$ cat config.mk
export PLATFORM = sky130hd
export DESIGN_NAME = pri_rr_arbiter
export DESIGN_NICKNAME = d
export VERILOG_FILES = /design/src/rtl/pri_rr_arbiter.sv
export SDC_FILE = /design/constraint.sdc
export NUM_CORES = 1
export LEC_CHECK = 0
export CORE_MARGIN = 4
export CORE_UTILIZATION = 47
export DETAILED_ROUTE_END_ITERATION = 12
export PLACE_DENSITY = 0.7
export SLEW_MARGIN = 15
export SYNTH_ARGS = -nofsm -noshare
export SYNTH_HDL_FRONTEND = slang
export SYNTH_SLANG_ARGS = --single-unit
$ cat constraint.sdc
create_clock -name clk -period 12.4 [get_ports clk]
set_input_delay 1.24 -clock clk [delete_from_list [all_inputs] [get_ports clk]]
set_output_delay 1.24 -clock clk [all_outputs]
set_load 0.1 [all_outputs]
$ cat src/rtl/pri_rr_arbiter.sv
// Priority arbiter with round-robin tie-breaking and a bounded hold time.
// The highest non-zero request level wins. Ties among equal levels are
// broken by scanning upward from rr_ptr. The grant stays with its owner
// until one of three things happens: done, the owner drops its request,
// or MAX_HOLD cycles pass.
module pri_rr_arbiter #(
  parameter int N = 4,
  parameter int P = 16,
  parameter int MAX_HOLD = 64,
  localparam int W = $clog2(P),
  localparam int IW = $clog2(N)
) (
  input  logic          clk,
  input  logic          rst,
  input  logic [W-1:0]  pri_in [0:N-1],
  input  logic          done,
  output logic [N-1:0]  grant,
  output logic          grant_valid,
  output logic [IW-1:0] grant_idx,
  output logic [W-1:0]  grant_pri,
  output logic          timeout
);

  localparam int HW = (MAX_HOLD > 1) ? $clog2(MAX_HOLD) : 1;
  localparam logic [HW-1:0] HOLD_LAST = HW'(MAX_HOLD - 1);
  localparam logic [N-1:0] ONE_HOT_0 = {{(N-1){1'b0}}, 1'b1};

  typedef enum logic {IDLE, BUSY} state_t;

  state_t        state, state_n;
  logic [IW-1:0] rr_ptr, rr_ptr_n;
  logic [HW-1:0] hold_cnt, hold_cnt_n;
  logic [N-1:0]  grant_n;
  logic          grant_valid_n;
  logic [IW-1:0] grant_idx_n;
  logic [W-1:0]  grant_pri_n;
  logic          timeout_n;

  logic [W-1:0]  max_pri;
  logic [IW-1:0] winner;
  logic          found;
  logic [IW:0]   pos;
  logic          rel;

  // Find the highest requested level this cycle
  always_comb begin
    max_pri = '0;
    for (int i = 0; i < N; i++) begin
      if (pri_in[i] > max_pri) max_pri = pri_in[i];
    end
  end

  // Pick the first requester at max_pri, scanning upward from rr_ptr with wrap
  always_comb begin
    winner = '0;
    found  = 1'b0;
    pos    = '0;
    for (int k = 0; k < N; k++) begin
      pos = {1'b0, rr_ptr} + (IW+1)'(k);
      if (pos >= (IW+1)'(N)) pos = pos - (IW+1)'(N);
      if (!found && pri_in[pos[IW-1:0]] == max_pri) begin
        found  = 1'b1;
        winner = pos[IW-1:0];
      end
    end
  end

  // Next-state and next-output logic; all outputs are registered below
  always_comb begin
    state_n       = state;
    rr_ptr_n      = rr_ptr;
    hold_cnt_n    = hold_cnt;
    grant_n       = grant;
    grant_valid_n = grant_valid;
    grant_idx_n   = grant_idx;
    grant_pri_n   = grant_pri;
    timeout_n     = 1'b0;
    rel           = 1'b0;
    case (state)
      IDLE: begin
        if (max_pri != '0) begin
          grant_n       = ONE_HOT_0 << winner;
          grant_valid_n = 1'b1;
          grant_idx_n   = winner;
          grant_pri_n   = max_pri;
          hold_cnt_n    = '0;
          state_n       = BUSY;
        end
      end
      BUSY: begin
        if (done) begin
          rel = 1'b1;
        end else if (pri_in[grant_idx] == '0) begin
          rel = 1'b1;
        end else if (hold_cnt == HOLD_LAST) begin
          rel       = 1'b1;
          timeout_n = 1'b1;
        end else begin
          hold_cnt_n = hold_cnt + 1'b1;
        end
        if (rel) begin
          grant_n       = '0;
          grant_valid_n = 1'b0;
          grant_pri_n   = '0;
          rr_ptr_n      = (grant_idx == IW'(N-1)) ? '0 : grant_idx + 1'b1;
          state_n       = IDLE;
        end
      end
      default: state_n = IDLE;
    endcase
  end

  // State and output registers with synchronous reset
  always_ff @(posedge clk) begin
    if (rst) begin
      state       <= IDLE;
      rr_ptr      <= '0;
      hold_cnt    <= '0;
      grant       <= '0;
      grant_valid <= 1'b0;
      grant_idx   <= '0;
      grant_pri   <= '0;
      timeout     <= 1'b0;
    end else begin
      state       <= state_n;
      rr_ptr      <= rr_ptr_n;
      hold_cnt    <= hold_cnt_n;
      grant       <= grant_n;
      grant_valid <= grant_valid_n;
      grant_idx   <= grant_idx_n;
      grant_pri   <= grant_pri_n;
      timeout     <= timeout_n;
    end
  end

endmodule

Yosys cells after proc, flatten, opt, wreduce, memory -nomap -nowiden
Index checks and enable logic that the tools add are counted.
{ "classes": {"n_addsub": 9, "mul": 0, "n_bitwise": 6, "shifts": 1, "div": 0, "n_reduce_logical": 13, "n_mux": 51, "n_eq_ne": 11, "n_lt_le_gt_ge": 13} }
{ "op_table": {"columns": ["operator", "count"], "rows": [
  ["two-way mux 4 bit", 17],
  ["binary-select mux 4 bit (select 2 bit)", 5],
  [">= comparator 3 bit (second input constant)", 8],
  ["two-way mux 6 bit", 4],
  ["two-way mux 2 bit", 9],
  ["== test 4 bit", 4],
  ["one-hot mux 4 bit (2 select lines)", 2],
  ["NOT 2 -> 3 bit", 5],
  ["greater-than comparator 4 bit", 3],
  ["one-hot mux 6 bit (2 select lines)", 1],
  ["two-way mux 1 bit", 11],
  ["!= test 2 bit (second input constant)", 4],
  ["subtractor 2 x 1 -> 2 bit (second input constant)", 4],
  ["adder 2 x 2 -> 3 bit (second input constant)", 2],
  ["adder 6 x 1 -> 6 bit (second input constant)", 1],
  ["== test 6 bit (second input constant)", 1],
  ["AND reduction 2 bit", 3],
  ["greater-than comparator 4 x 1 -> 1 bit (second input constant)", 1],
  ["zero test 4 bit", 1],
  ["one-hot mux 1 bit (2 select lines)", 2],
  ["AND reduction 4 bit", 1],
  ["nonzero test 4 bit", 1],
  ["OR reduction 4 bit", 1],
  ["left shift 1 x 2 -> 4 bit (first input constant)", 1],
  ["8 further kinds", 12]
]} }
{ "word_totals": {"ff_bits": 21, "out_inout_bits": 12, "word_cells": 112, "memories": 0, "mem_bits_ro": 0, "ramBits": 0, "inputBits": 19, "latch_bits": 0} }

Depth between registers and ports, before layout
{ "logic_depth": {"depth_word": 22, "mapped_depth": 29, "depth_no_buf": 28} }

Least setup slack after synthesis
Ideal clock, no wire load.
{ "synth_timing": {"path_kind": "input-to-reg", "startpoint": "in pri_in[13] in the netlist's numbering", "endpoint": "reg grant[1]", "setup_time_ns": 0.065, "slack_ns": 5.714, "stages": 24, "path_buffers": 1, "arrival_time_ns": 6.621, "cell_sequence": "inv_1 > ha_1 > nor2b_4 > o211a_4 > o21ai_2 > nand2_1 > o21ai_0 > ha_1 > nand2_1 > a211o_1 > o32ai_1 > a221oi_4 > mux2_2 > ha_1 > a21oi_1 > a41o_1 > clkbuf_1 > nor2_1 > a311oi_2 > xor2_1 > or4_4 > o311a_1 > a222oi_1 > a32o_1"} }
{ "synth_between": {"elab_chain_cells": 22, "elab_cells_between_ends": 51} }
{ "synth_rtl": {"columns": ["element", "line", "text"], "rows": [
  ["start, declared", "15", "input logic [W-1:0] pri_in [0:N-1],"],
  ["greater-than comparator 4 x 1 -> 1 bit", "49", "if (pri_in[i] > max_pri) max_pri = pri_in[i];"],
  ["two-way mux 4 bit", "49", null],
  ["greater-than comparator 4 bit", "49", null],
  ["two-way mux 4 bit", "49", null],
  ["greater-than comparator 4 bit", "49", null],
  ["two-way mux 4 bit", "49", null],
  ["greater-than comparator 4 bit", "49", null],
  ["two-way mux 4 bit", "49", null],
  ["(+6 left out)", null, null],
  ["logical AND 1 bit", "61", "if (!found && pri_in[pos[IW-1:0]] == max_pri) begin"],
  ["two-way mux 1 bit", "61", null],
  ["zero test 1 bit", "61", null],
  ["logical AND 1 bit", "61", null],
  ["two-way mux 2 bit", "61", null],
  ["left shift 1 x 2 -> 4 bit", "82", "grant_n = ONE_HOT_0 << winner;"],
  ["two-way mux 4 bit", "81", "if (max_pri != '0) begin"],
  ["one-hot mux 4 bit (2 select lines)", "79", "case (state)"],
  ["end signal, assigned", "128", "grant <= grant_n;"],
  ["end, declared", "17", "output logic [N-1:0] grant,"]
]} }
Parallel ways exist; a longest one is shown, timed or not. The select of a mux whose other input is x is not followed.
A chain may end at the register's enable or synchronous reset.

Worst setup path in the final report
{ "layout_timing": {"startpoint": "in pri_in[13] in the netlist's numbering", "endpoint": "reg grant[0]"} }
Same word-level chain as after synthesis.

==> out/metrics.yaml <==
initial_core_util_pct: 49.1
gp_congestion: 0.933
worst_hold_path_type: "reg -> reg"
synth-edff-count: 0
final_common_cell: "nor2_1"
cp.required_ns: 12.61
route.detailed.drc: 0
routedWlPerCell_um: 15.8
final_cell_mix: "nor2_1, clkdlybuf4s50_1, dfxtp_1"
hold_buffers: 0
grt_antenna_before_repair: 0
p_leak_nw: 0.962
cts_tree: "yes"
post_cts_resized: 0
die_h_um: 75.9
synth_cell_types: 64
grtUsageTotal_pct: 17.6
grt_max_degree: 25
arrival_ns: 7.91
syn-num-nets: 285
coreArea_um2: 4410
hold_slack_ns: 0.470
dr.first_iter.drc_count: 110
drt-vias-per-instance: 5.97
num_vias: 1959
clock_skew_ns: 0.00698
yosys_warnings: 0
period_share_pct: 62.1
postCtsSetupBuffers: 0
cts_made_buffers: 3
htreeDepth: 1
clk_path_buf_depth: 2
rows: 24
worst_ir_drop_vdd_mv: 0.111
ios: 31
rsz0062_at_grt: "false"
yosysTopAreaCell: "dfxtp_1"
setup_ws_ns: 4.70
clk_latency_ns: 0.26
dieArea_um2: 5760
hpwl_um: 4160
synth_seq_cells: 21
pwr_density_cell_nw_per_um2: 163
outcome: "complete, no violations"
fin_nets: 308
syn_to_final_growth_pct: 16.9
nFillCells: 402
grt_pass1_vias: 1862
seq_area_frac_synth_pct: 19.4
n_antenna_cell: 0
dr.pass1.iters: 6
cts-root-buf: "clkbuf_8"
max_slew_margin_pct: 32.3
synth_cells: 254
power.total_w: 0.000413
die_w_um: 75.9
wl_um: 5170
hold_viol_final: 0
yosysTopAreaCellShare_pct: 19.4
overflow: 0
final_max_slew_viol_count: 0
worst_pin_slew_ns: 1.01
synth_area_um2: 2170
critPathCaptureType: "register"
synthArstFlopShare_pct: 0
synth_area_per_cell_um2: 8.54
port-buffer-count: 30
drv_cap: 0
setup_tns_ns: 0
drive_above_1_share_pct: 14.9
place_ws_ns: 4.47
critPathMaxFanout: 11
worst_setup_path_start_kind: "input pin"
clk_pin_slew_worst_paths_ns: 0.08
ys.flop_type: "dfxtp_1"
fmax_mhz: 130
critPathKind: "in -> reg"
period_minus_slack_ns: 7.70
grt_pass1_wl_um: 8710
finalSetupViolations: 0
yosys-top-cells-area: "dfxtp_1, mux4_2, ha_1, nor2_1, xnor2_1"
ant_nets: 0
cts.sinks: 21
[cells by family (layout without fill, tap and decap cells)]
logic type	count (synthesis)	after routing	share of synthesized area (%)
AOI/OAI and AO/OA	69	69	25.1
xor gates and xnor gates	17	17	6.87
adders and majority gates	12	12	6.92
buffers and inverters	25	47	4.33
DFF	21	21	19.4
muxes	20	20	15.8
and+or+nand+nor	90	90	21.6
[metrics by stage]
stage | cell area, um2 | utilization [%] | std cells
floorplan | 2170 | - | 254
global placement | 2490 | 56.4 | 324
detailed placement | 2490 | 56.4 | 324
CTS | 2530 | 57.4 | 328
global route | 2530 | 57.4 | 328
finish | 2530 | 57.4 | 328
[area by class of cell]
| cell class | instances | area (um2) | share of cell area (%) |
|---|---|---|---|
| multi-input cells | 208 | 1650 | 65.3 |
| flip-flops and latches | 21 | 420 | 16.6 |
| repair buffers | 30 | 300 | 11.8 |
| well taps | 52 | 65.1 | 2.57 |
| inverters | 13 | 48.8 | 1.92 |
| clock buffers | 3 | 41.3 | 1.63 |
| clock inverters | 1 | 5.00 | 0.197 |
[flip-flops by register name (all words and copies together), names as in the netlist]
register	count
hold_cnt	6
grant	4
rr_ptr	2
grant_pri	4
grant_valid	1
timeout	1
grant_idx	2
state	1
[routing by layer]
metal / vias to the layer above / wire, um / GRT usage, %
met2: 42 / 2360 / 28.3
met5: - / 0 / 0
met3: 4 / 230 / 2.96
met4: 0 / 33 / 3.20
li1: 1005 / - / -
met1: 908 / 2550 / 24.9
[power by group]
part           leakage, nW  switching [W]  internal [W]
Clock               0.0255      0.0000223     0.0000224
Combinational        0.765       0.000174      0.000101
Sequential           0.172      0.0000151     0.0000784
Total                0.962       0.000211      0.000202
[cells in the mapped netlist (3+ instances only)]
library cell / count
nor2_1: 35
nand3_1: 3
inv_1: 13
dfxtp_1: 21
nor4_1: 5
mux4_2: 11
and3_1: 3
o21ai_0: 12
a21oi_1: 13
mux2i_1: 6
nand2_1: 20
nor3_1: 3
a22oi_1: 4
xnor2_1: 9
nor2_2: 3
mux2_2: 3
ha_1: 12
or2_2: 3
clkbuf_1: 10
xor2_1: 8
o41ai_1: 3
[worst paths after layout]
check,startpoint,end,slack [ns],cells after the start
worst max-delay path,pri_in[13],grant[0],4.70,23
worst min-delay path,grant[1],grant[1],0.47,1
worst max register to register,rr_ptr[0],grant[0],8.95,6
worst min register to register,grant[1],grant[1],0.47,1
[worst max-delay path, cell delays in order]
cell	delay (ns)
clkdlybuf4s50_1	0.57
inv_1	0.15
ha_1	0.33
nor2b_4	0.16
o211a_4	0.18
o21ai_2	0.10
o21ai_0	0.52
ha_1	0.35
nand2_1	0.07
a211o_1	0.12
o32ai_1	0.11
a221oi_4	0.45
mux2_2	0.39
ha_1	0.29
a21oi_1	0.06
a41o_1	0.32
and4_1	0.26
a311oi_2	0.48
xor2_1	0.17
or4_4	0.57
o311a_1	0.14
a222oi_1	0.63
a41o_1	0.25
(Power assumes the default switching activity.)
